$ cat config.mk
export PLATFORM = sky130hd
export DESIGN_NAME = voice_mixer_flat
export DESIGN_NICKNAME = d
export VERILOG_FILES = /design/src/rtl/voice_mixer_if.sv /design/src/rtl/voice_mixer.sv /design/src/flat_wrapper.sv
export SDC_FILE = /design/constraint.sdc
export NUM_CORES = 1
export LEC_CHECK = 0
export CAP_MARGIN = 20
export CORE_MARGIN = 3
export CORE_UTILIZATION = 57
export DETAILED_ROUTE_END_ITERATION = 6
export GPL_TIMING_DRIVEN = 0
export HOLD_SLACK_MARGIN = 0.03
export PLACE_DENSITY = 0.78
export SLEW_MARGIN = 25
export SYNTH_ARGS = -nofsm -noshare
export SYNTH_HDL_FRONTEND = slang
export SYNTH_SLANG_ARGS = --single-unit
$ cat constraint.sdc
create_clock -name clk -period 15.8 [get_ports clk]
set_input_delay 2.37 -clock clk [delete_from_list [all_inputs] [get_ports clk]]
set_output_delay 2.37 -clock clk [all_outputs]
set_load 0.02 [all_outputs]
$ cat src/rtl/voice_mixer_if.sv
// rtl/voice_mixer_if.sv - voice mixer control/data bundle between the envelope stage and the DAC stage
interface voice_mixer_if #(
  parameter int VOICES = 4
);
  logic                       sample_tick;
  logic [VOICES*8-1:0]        voice_sample;
  logic [VOICES*8-1:0]        voice_volume;
  logic [VOICES-1:0]          voice_enable;
  logic [7:0]                 master_gain;
  logic                       overrun_clr;
  logic signed [15:0]         out_sample;
  logic                       out_valid;
  logic                       busy;
  logic                       overrun;

  // Producer side: drives the frame inputs, observes the mixed result
  modport master (
    output sample_tick, voice_sample, voice_volume, voice_enable, master_gain, overrun_clr,
    input  out_sample, out_valid, busy, overrun
  );

  // Mixer side
  modport slave (
    input  sample_tick, voice_sample, voice_volume, voice_enable, master_gain, overrun_clr,
    output out_sample, out_valid, busy, overrun
  );
endinterface

$ cat src/rtl/voice_mixer.sv
// rtl/voice_mixer.sv - time-shared MAC voice mixer with master gain and output saturation
module voice_mixer #(
  parameter int VOICES = 4,
  parameter int IDX_W  = (VOICES > 1) ? $clog2(VOICES) : 1
) (
  input  logic           clk,
  input  logic           rst,
  voice_mixer_if.slave   bus
);

  // Accumulator carries IDX_W bits of headroom over one 17-bit product,
  // enough for VOICES worst-case products without wrapping.
  localparam int ACC_W = 17 + IDX_W;
  // Full-precision width of accumulator times 9-bit unsigned gain.
  localparam int MUL_W = ACC_W + 9;
  localparam logic [IDX_W-1:0] LAST_IDX = IDX_W'(VOICES - 1);

  typedef enum logic [1:0] {IDLE, MAC, FINAL} state_t;

  state_t                    state_q, state_d;
  logic [VOICES*8-1:0]       samp_q, samp_d;
  logic [VOICES*8-1:0]       vol_q, vol_d;
  logic [VOICES-1:0]         en_q, en_d;
  logic [7:0]                gain_q, gain_d;
  logic signed [ACC_W-1:0]   acc_q, acc_d;
  logic [IDX_W-1:0]          idx_q, idx_d;
  logic signed [15:0]        out_sample_q, out_sample_d;
  logic                      out_valid_q, out_valid_d;
  logic                      overrun_q, overrun_d;

  logic [7:0]                cur_samp;
  logic [7:0]                cur_vol;
  logic signed [16:0]        product;
  logic signed [MUL_W-1:0]   acc_ext;
  logic signed [MUL_W-1:0]   gain_ext;
  logic signed [MUL_W-1:0]   mult;
  logic signed [MUL_W-1:0]   scaled;
  logic signed [15:0]        sat_out;

  // Current voice's weighted sample; disabled voices contribute nothing
  always_comb begin
    cur_samp = samp_q[idx_q*8 +: 8];
    cur_vol  = vol_q[idx_q*8 +: 8];
    product  = $signed({{9{cur_samp[7]}}, cur_samp}) * $signed({9'b0, cur_vol});
    if (!en_q[idx_q]) begin
      product = '0;
    end
  end

  // Gain scaling at full width, floor shift, then clamp to 16-bit signed
  always_comb begin
    acc_ext  = $signed({{9{acc_q[ACC_W-1]}}, acc_q});
    gain_ext = $signed({{ACC_W{1'b0}}, 1'b0, gain_q});
    mult     = acc_ext * gain_ext;
    scaled   = mult >>> 6;
    if ((&scaled[MUL_W-1:15]) || !(|scaled[MUL_W-1:15])) begin
      sat_out = scaled[15:0];
    end else if (scaled[MUL_W-1]) begin
      sat_out = 16'sh8000;
    end else begin
      sat_out = 16'sh7fff;
    end
  end

  // Frame sequencing: snapshot on tick, one voice per cycle, then scale and publish
  always_comb begin
    state_d      = state_q;
    samp_d       = samp_q;
    vol_d        = vol_q;
    en_d         = en_q;
    gain_d       = gain_q;
    acc_d        = acc_q;
    idx_d        = idx_q;
    out_sample_d = out_sample_q;
    out_valid_d  = 1'b0;

    case (state_q)
      IDLE: begin
        if (bus.sample_tick) begin
          samp_d  = bus.voice_sample;
          vol_d   = bus.voice_volume;
          en_d    = bus.voice_enable;
          gain_d  = bus.master_gain;
          acc_d   = '0;
          idx_d   = '0;
          state_d = MAC;
        end
      end
      MAC: begin
        acc_d = acc_q + {{(ACC_W-17){product[16]}}, product};
        if (idx_q == LAST_IDX) begin
          idx_d   = '0;
          state_d = FINAL;
        end else begin
          idx_d = idx_q + IDX_W'(1);
        end
      end
      FINAL: begin
        out_sample_d = sat_out;
        out_valid_d  = 1'b1;
        state_d      = IDLE;
      end
      default: begin
        state_d = IDLE;
      end
    endcase
  end

  // Overrun is sticky; a new overrun in the same cycle as a clear keeps it set
  always_comb begin
    overrun_d = overrun_q;
    if (bus.sample_tick && (state_q != IDLE)) begin
      overrun_d = 1'b1;
    end else if (bus.overrun_clr) begin
      overrun_d = 1'b0;
    end
  end

  // State and datapath registers; reset abandons any frame in flight
  always_ff @(posedge clk or posedge rst) begin
    if (rst) begin
      state_q      <= IDLE;
      samp_q       <= '0;
      vol_q        <= '0;
      en_q         <= '0;
      gain_q       <= '0;
      acc_q        <= '0;
      idx_q        <= '0;
      out_sample_q <= '0;
      out_valid_q  <= 1'b0;
      overrun_q    <= 1'b0;
    end else begin
      state_q      <= state_d;
      samp_q       <= samp_d;
      vol_q        <= vol_d;
      en_q         <= en_d;
      gain_q       <= gain_d;
      acc_q        <= acc_d;
      idx_q        <= idx_d;
      out_sample_q <= out_sample_d;
      out_valid_q  <= out_valid_d;
      overrun_q    <= overrun_d;
    end
  end

  assign bus.out_sample = out_sample_q;
  assign bus.out_valid  = out_valid_q;
  assign bus.busy       = (state_q != IDLE);
  assign bus.overrun    = overrun_q;

endmodule
$ cat src/flat_wrapper.sv
// flat-port wrapper written by rule: the top's interface ports become plain ports
module voice_mixer_flat 
#(
  parameter int VOICES = 4,
  parameter int IDX_W  = (VOICES > 1) ? $clog2(VOICES) : 1
)
  (clk, rst, bus_sample_tick, bus_voice_sample, bus_voice_volume, bus_voice_enable, bus_master_gain, bus_overrun_clr, bus_out_sample, bus_out_valid, bus_busy, bus_overrun);
  voice_mixer_if #(.VOICES(VOICES)) bus_i ();
  input  logic clk;
  input  logic rst;
  input wire logic [$bits(bus_i.sample_tick)-1:0] bus_sample_tick;
  input wire logic [$bits(bus_i.voice_sample)-1:0] bus_voice_sample;
  input wire logic [$bits(bus_i.voice_volume)-1:0] bus_voice_volume;
  input wire logic [$bits(bus_i.voice_enable)-1:0] bus_voice_enable;
  input wire logic [$bits(bus_i.master_gain)-1:0] bus_master_gain;
  input wire logic [$bits(bus_i.overrun_clr)-1:0] bus_overrun_clr;
  output wire logic [$bits(bus_i.out_sample)-1:0] bus_out_sample;
  output wire logic [$bits(bus_i.out_valid)-1:0] bus_out_valid;
  output wire logic [$bits(bus_i.busy)-1:0] bus_busy;
  output wire logic [$bits(bus_i.overrun)-1:0] bus_overrun;
  assign bus_i.sample_tick = bus_sample_tick;
  assign bus_i.voice_sample = bus_voice_sample;
  assign bus_i.voice_volume = bus_voice_volume;
  assign bus_i.voice_enable = bus_voice_enable;
  assign bus_i.master_gain = bus_master_gain;
  assign bus_i.overrun_clr = bus_overrun_clr;
  assign bus_out_sample = bus_i.out_sample;
  assign bus_out_valid = bus_i.out_valid;
  assign bus_busy = bus_i.busy;
  assign bus_overrun = bus_i.overrun;
  voice_mixer #(.VOICES(VOICES), .IDX_W(IDX_W)) u_core (.clk(clk), .rst(rst), .bus(bus_i));
endmodule
Word level (Yosys, flattened, before mapping)
Index checks and enable logic that the tools add are counted.

Register bits: 117. Logic and storage cells: 50. Output and inout port bits: 19. Bits of input ports: 80.

Order comparisons: 1. $mul: 2. Reductions and logical operators: 12. Shift operators: 2. Add/sub/neg operators: 2. Equal/unequal tests: 5. Multiplexer cells: 16.

Operators by type and width (count): variable part select 32 x 6 -> 8 bit (2); one-hot mux 19 bit (2 select lines) (1); two-way mux 16 bit (2); multiplier 19 x 9 -> 28 bit (1); adder 19 bit (1); two-way mux 19 bit (1); multiplier 8 x 9 -> 17 bit (1); two-way mux 17 bit (1); two-way mux 2 bit (4); one-hot mux 2 bit (2 select lines) (2); AND reduction 7 bit (1); OR reduction 7 bit (1); AND reduction 2 bit (3); nonzero test 2 bit (3); equality test 2 bit, second input constant (2); two-way mux 1 bit (4); < comparator 2 x 3 -> 1 bit, second input constant (1); adder 2 x 1 -> 2 bit, second input constant (1); binary-select mux 1 bit (select 2 bit) (1); equality test 2 x 1 -> 1 bit, second input constant (1); logical NOT 2 bit (1); != test 2 x 1 -> 1 bit, second input constant (1); != test 2 bit, second input constant (1); logical AND 1 bit (1); 2 further kinds (2).

Depth between registers and ports, before layout
Gate-level depths: netlist of the first run.

Depth in word-level cells: 5. Gate-level depth with buffers: 33. Mapped depth without buffers: 31.

Least setup slack after synthesis of the first run
OpenSTA, ideal clock, no wires.

Path type: reg2reg. Start: reg u_core.idx_q[0]. End: reg u_core.acc_q[18]. Clock period less this slack: 7.509 ns. Library setup time: 0.069 ns. Cell stages (with the launch flop): 29. Required time: 15.731 ns. Slack: 8.291 ns. Path buffers: 2. Arrival: 7.440 ns. Path through: dfrtp_1 > buf_1 > clkbuf_1 > o21ai_1 > or2_2 > fa_1 > fa_1 > inv_1 > fa_1 > inv_1 > fa_1 > inv_1 > ha_1 > inv_1 > o21ai_0 > a21oi_1 > o21bai_1 > a21oi_1 > o21bai_1 > a2111oi_0 > or4_1 > o21ai_0 > ha_1 > or3_1 > a211oi_2 > o41a_1 > a21oi_1 > or4_1 > nand3_1.

Longest elaborated chain between the ends: 5. Elaborated cells on any way between the ends: 8. Classes of those cells: add/sub (1); mul (1); shift (2); mux (4).

Ends and longest elaborated chain: start, declared (RTL line voice_mixer.sv:26) `logic [IDX_W-1:0] idx_q, idx_d;`; start signal, assigned (RTL line voice_mixer.sv:139) `idx_q <= idx_d;`; variable part select 32 x 6 -> 8 bit (tied with other cells) (RTL line voice_mixer.sv:42) `cur_samp = samp_q[idx_q*8 +: 8];`; multiplier 8 x 9 -> 17 bit / two-way mux 1 bit (equally long branches) (RTL line voice_mixer.sv:44, voice_mixer.sv:45); two-way mux 17 bit * (RTL line voice_mixer.sv:45) `if (!en_q[idx_q]) begin`; adder 19 bit * (RTL line voice_mixer.sv:90) `acc_d = acc_q + {{(ACC_W-17){product[16]}}, product};`; one-hot mux 19 bit (2 select lines) * (RTL line voice_mixer.sv:77) `case (state_q)`; end signal, assigned (RTL line voice_mixer.sv:127) `acc_q <= '0;`; end signal, assigned (RTL line voice_mixer.sv:138) `acc_q <= acc_d;`; end, declared (RTL line voice_mixer.sv:25) `logic signed [ACC_W-1:0] acc_q, acc_d;`.

Mark *: on every way between the ends. The rest lies on a longest branch, timed or not. The select of a mux whose other input is x is not followed. A chain may end at the register's enable or synchronous reset.

Final worst setup path of the first run
Same ends and word-level chain as after synthesis.

==> results of run 1 <==
-- routing by layer --
layer  GRT usage, %  vias to the layer above  share of wire, %
met4           6.86                        0               1.8
li1               -                     4841                 -
met1           35.8                     5079                45
met5              0                        -                 0
met2           40.2                      275                48
met3           4.16                       44               5.1
-- layout by cell type (no fill, tap or decap), types with 37 or more instances in the layout --
cell             netlist  final
and2_1               136    136
nor2_1                42     42
a21oi_1               38     38
fa_1                 157    157
nand2_1              347    347
clkbuf_1              37     37
ha_1                 114    114
inv_1                225    224
clkdlybuf4s50_1        0     98
dfrtp_1              117    117
-- per-stage QoR --
step | std cells | util [%] | hold WS (ns)
finish | 1886 | 67.7 | 0.471
CTS | 1886 | 67.7 | 0.473
global route | 1886 | 67.7 | 0.492
floorplan | 1475 | - | 0.440
global placement | 1853 | 65.0 | 0.453
detailed placement | 1854 | 65.1 | 0.458
-- how the worst max path moves through the flow --
stage,start,endpoint,slack (ns)
2_1_floorplan,u_core.idx_q[0]$_DFFE_PP0P_,u_core.acc_q[18]$_DFFE_PP0P_,8.29
3_3_place_gp,u_core.idx_q[0]$_DFFE_PP0P_,u_core.acc_q[18]$_DFFE_PP0P_,7.29
4_1_cts,u_core.idx_q[0]$_DFFE_PP0P_,u_core.acc_q[18]$_DFFE_PP0P_,7.17
5_1_grt,u_core.idx_q[0]$_DFFE_PP0P_,u_core.acc_q[18]$_DFFE_PP0P_,6.52
6_report,u_core.idx_q[0]$_DFFE_PP0P_,u_core.acc_q[18]$_DFFE_PP0P_,7.24
3_5_place_dp,u_core.idx_q[0]$_DFFE_PP0P_,u_core.acc_q[18]$_DFFE_PP0P_,7.21
-- logic make-up (layout without fill, tap and decap cells) --
family | after synthesis | after routing | synth area share, %
multiplexers | 19 | 19 | 2.90
buffers and inverters | 275 | 406 | 8.03
adder cells (fa/ha/maj) | 271 | 271 | 34.9
XOR/XNOR | 46 | 46 | 3.07
flip-flops | 117 | 117 | 22.3
AO/OA/AOI/OAI | 141 | 141 | 7.33
AND/OR/NAND/NOR | 606 | 606 | 21.5
-- synthesized netlist by cell type (all sizes together) (13+ instances only) --
cell / number / area share [%]
o21ai: 37 / 1.4
clkbuf: 37 / 1.1
nand2: 347 / 9.9
ha: 114 / 11
nor3: 13 / 0.57
inv: 225 / 6.4
fa: 157 / 24
mux4: 15 / 2.6
nand3: 27 / 1.1
dfrtp: 117 / 22
a21o: 16 / 0.92
xor2: 18 / 1.2
and2: 138 / 6.6
xnor2: 28 / 1.9
nor2: 42 / 1.2
a21oi: 49 / 2.2
-- registers in the layout (all words and copies together) (netlist names) --
register	cells
u_core.bus.out_sample	16
u_core.bus.out_valid	1
u_core.bus.overrun	1
u_core.en_q	4
u_core.idx_q	2
u_core.samp_q	32
u_core.vol_q	32
u_core.gain_q	8
u_core.state_q	2
u_core.acc_q	19
-- critical path, delay by kind of cell (launching register included) --
family | cells | cell delay (ns)
compound gates | 11 | 2.35
fa+ha+maj | 6 | 2.63
buf+inv | 6 | 1.54
flops | 1 | 0.40
simple gates | 5 | 1.55
-- area by class of cell --
class	count	share of cell area, %
multi-input combinational	1083	60.7
sequential	117	19.5
timing repair buffer	99	6.70
inverter	226	5.67
clock buffer	17	2.83
tap	280	2.33
buffer	49	1.36
clock inverter	15	0.998
==> run_results.csv, run 1 <==
group,metric,value,unit
worst_hold_path,hold_class,"reg -> reg",
global_routing,grt_pass1_wl,49.9,mm
detailed_routing,drt_iter0_drc,651,
floorplan,core,22200,um^2
detailed_routing,wl_per_cell,15.3,um
setup_path,end_kind,"flip-flop",
synthesis,async_reset_ff_share,100,%
final_layout,drive_gt1_share,5.85,%
final_layout,synthToLayoutAreaGrowth,14.8,%
synthesis,syn_nets,1826,
placement,postPlaceCellArea,14500,um^2
global_routing,grt_overflow,0,
cts,cts_buffers,17,
floorplan,fp-row-count,54,
sta,setup_violations,0,
floorplan,boundaryPins,99,
final_layout,antenna_cells,0,
sta,fin_crit,8.56,ns
setup_path,reg2reg_from,"u_core.idx_q[0]$_DFFE_PP0P_",
worst_hold_path,min_from,"u_core.samp_q[17]$_DFFE_PP0P_",
run,drv_cap,0,
sta,tightest_slew,0.847,ns
sta,fin_crit_sh,54.2,%
floorplan,dieArea,24900,um^2
cts,clock-sinks,117,
setup_path,cp-start-kind,"flip-flop",
synthesis,ys.flop_type,"dfrtp_1",
synthesis,synth-seq-cells,117,
setup_path,r2r_end,"u_core.acc_q[18]$_DFFE_PP0P_",
setup_path,max_stage_delay,0.66,ns
floorplan,die_w,158,um
sta,hold_violations,0,
final_layout,fillerInstances,1719,
detailed_routing,firstDrtPassIters,5,
global_routing,grt_antenna_before_repair,0,
cts,cts_resized,0,
detailed_routing,drc,0,
sta,slew_violations,0,
synthesis,yosysWarnings,0,
setup_path,worstPathRequired,16.16,ns
synthesis,synthCells,1475,
cts,clk_pin_slew,0.06,ns
cts,cts_root_buf,"clkbuf_16",
synthesis,avgSynthCellArea,8.89,um^2
global_routing,grt_pass1_vias,10600,
placement,place.gp.congestion,0.863,
final_layout,final_nets,1944,
sta,relSlewSlack,43.5,%
setup_path,crit_type,"reg -> reg",
final_layout,multi_input_area,9130,um^2
sta,fin_ws,7.24,ns
final_layout,regArea,2930,um^2
worst_hold_path,hold_depth,2,
detailed_routing,wirelength,28.9,mm
placement,port_buffers,98,
setup_path,cp.arrival,8.92,ns
cts,postCtsSetupBuffers,0,
synthesis,seq_area_frac_synth,22.3,%
detailed_routing,via_count,10200,
placement,dpl.hpwl,23.0,mm
sta,fin_tns_setup,0,ns
synthesis,synth_cell_types,66,
synthesis,syn_area,13100,um^2
setup_path,regToRegSetupSlack,7.24,ns
worst_hold_path,hold_path_end,"u_core.samp_q[17]$_DFFE_PP0P_",
sta,rsz0062_at_grt,"false",
cts,clkLatencyLatePin,0.43,ns
global_routing,track_usage,25.1,%
outcome,run_status,"complete, no violations",
cts,cts_buffer_depth,2,
global_routing,grt_max_degree,66,
cts,holdBufCountCts,0,
setup_path,reg2reg_depth,28,
sta,max_freq,117,MHz
setup_path,crit_slowest_cell,"buf_1",
detailed_routing,vias_per_cell,5.43,
floorplan,die_y,158,um
sta,skew,0.0155,ns
final_layout,finalInstanceArea,15000,um^2
cts,h-tree-depth,4,
setup_path,path_max_fanout,10,
placement,dp_slack,7.21,ns
synthesis,synth_edf_count,0,
floorplan,start_util,59.0,%
cts,cts_tree,"yes",
detailed_routing,drtAntennaViolNets,0,
Power of run 1 is not shown: default switching activity piles up to over one toggle a cycle in this logic, so the estimate is an artifact.
==> run 2, diff against run 1 <==
- CORE_UTILIZATION: 57 -> 55
- PLACE_DENSITY: 0.78 -> 0.79
- clock period: 15.8 -> 7.67 ns (I/O delays scaled with it)
==> run_results.csv, run 2 (same netlist as run 1, synthesis figures left out) <==
group,metric,value,unit
outcome,run_status,"complete, no violations",
sta,hold_violations,0,
placement,port_buffers,98,
placement,place.gp.congestion,0.856,
detailed_routing,wl_per_cell,15.6,um
cts,cts_buffer_depth,2,
cts,cts_buffers,17,
setup_path,path_max_fanout,10,
floorplan,die_w,160,um
sta,setup_violations,0,
sta,skew,0.0214,ns
final_layout,drive_gt1_share,6.53,%
detailed_routing,vias_per_cell,5.38,
final_layout,final_cell_mix,"347 x nand2_1, 224 x inv_1, 157 x fa_1",
placement,dp_slack,-0.980,ns
sta,rsz0062_at_grt,"false",
sta,tightest_slew,0.854,ns
global_routing,grt_pass1_wl,50.6,mm
placement,postPlaceCellArea,14500,um^2
cts,cts_root_buf,"clkbuf_16",
detailed_routing,drt_iter0_drc,596,
detailed_routing,drt-met1-wl,12.9,mm
sta,fin_crit_sh,95.9,%
cts,h-tree-depth,4,
floorplan,start_util,56.9,%
final_layout,top_regs,"u_core.samp_q: 32 flops, u_core.vol_q: 32 flops, u_core.acc_q: 19 flops",
floorplan,fp-row-count,55,
setup_path,cp.arrival,7.71,ns
global_routing,grt_antenna_before_repair,0,
final_layout,layout_commonest_cell,"nand2_1",
detailed_routing,wl_met3,1.88,mm
placement,dpl.hpwl,23.7,mm
sta,max_freq,136,MHz
sta,slew_violations,0,
sta,relSlewSlack,43.1,%
global_routing,grt_pass1_vias,10700,
global_routing,track_usage,24.1,%
run,drv_cap,0,
setup_path,cp-start-kind,"flip-flop",
cts,holdBufCountCts,0,
final_layout,fin_cells,1922,
final_layout,synthToLayoutAreaGrowth,15.7,%
setup_path,worstPathRequired,8.03,ns
cts,clkLatencyLatePin,0.44,ns
final_layout,antenna_cells,0,
cts,clock-sinks,117,
sta,fin_crit,7.35,ns
placement,dp.cells,1887,
floorplan,core,23100,um^2
floorplan,dieArea,25700,um^2
setup_path,crit_type,"reg -> reg",
setup_path,end_kind,"flip-flop",
detailed_routing,wl_met2,14.7,mm
floorplan,die_y,160,um
floorplan,boundaryPins,99,
detailed_routing,top_layer_used,"met4",
detailed_routing,firstDrtPassIters,5,
detailed_routing,via_count,10300,
global_routing,grt_overflow,0,
final_layout,final_nets,1947,
global_routing,grt_max_degree,63,
sta,fin_ws,0.318,ns
cts,clk_pin_slew,0.07,ns
detailed_routing,wirelength,30.0,mm
detailed_routing,drc,0,
final_layout,finalInstanceArea,15200,um^2
final_layout,final_core_util,65.8,%
cts,cts_tree,"yes",
worst_hold_path,hold_class,"reg -> reg",
detailed_routing,drtAntennaViolNets,0,
[run 2: layout make-up]
class,count,area (um^2)
multi-input combinational,1083,9150
fill,1815,7890
sequential,117,2930
timing repair buffer,102,1030
inverter,226,853
clock buffer,17,425
tap,313,392
buffer,49,229
clock inverter,15,150
[run 2: worst paths after layout]
kind	start	cells past startpoint	slack [ns]	end
worst min-delay path	u_core.vol_q[22]$_DFFE_PP0P_	2	0.47	u_core.vol_q[22]$_DFFE_PP0P_
min in group asynchronous	rst	2	1.15	u_core.bus.out_sample[15]$_DFFE_PP0P_
max in group asynchronous	rst	3	5.83	u_core.idx_q[0]$_DFFE_PP0P_
worst max-delay path	u_core.idx_q[0]$_DFFE_PP0P_	27	0.32	u_core.acc_q[18]$_DFFE_PP0P_
worst min register to register	u_core.vol_q[22]$_DFFE_PP0P_	2	0.47	u_core.vol_q[22]$_DFFE_PP0P_
worst max register to register	u_core.idx_q[0]$_DFFE_PP0P_	27	0.32	u_core.acc_q[18]$_DFFE_PP0P_
[run 2: what timing repair did]
action,4_1_cts,5_1_grt
endpoints found under the setup margin,6,2
setup buffers,0,3
endpoints found under the hold margin,0,0
resized for setup,7,11
[run 2: layer usage]
metal | up-vias | GRT usage, %
li1 | 4855 | -
met1 | 5164 | 32.3
met2 | 294 | 40.8
met3 | 33 | 4.49
met4 | 0 | 5.80
met5 | - | 0
[run 2: through the flow]
stage / setup TNS [ns] / hold slack [ns]
after global routing: 0 / 0.490
after detailed placement: -2.24 / 0.459
after global placement: -1.31 / 0.453
final: 0 / 0.475
after floorplan: 0 / 0.440
after CTS: 0 / 0.474
[run 2: critical path, cell delays in order (launching register included)]
cell       delay, ns
dfrtp_2         0.42
buf_8           0.18
mux4_2          0.57
or2_2           0.34
fa_1            0.52
fa_1            0.54
inv_1           0.06
fa_1            0.53
inv_1           0.06
fa_1            0.54
inv_1           0.04
ha_1            0.29
inv_1           0.06
o21ai_0         0.21
a21oi_1         0.13
o21bai_1        0.19
a21oi_2         0.09
o21bai_1        0.22
a2111oi_2       0.11
or4_1           0.46
o21ai_0         0.09
ha_1            0.24
or3_1           0.15
a211oi_2        0.05
o41a_1          0.46
and3_1          0.22
or4_1           0.42
nand3_1         0.10
Power of run 2 is left out for the same reason.
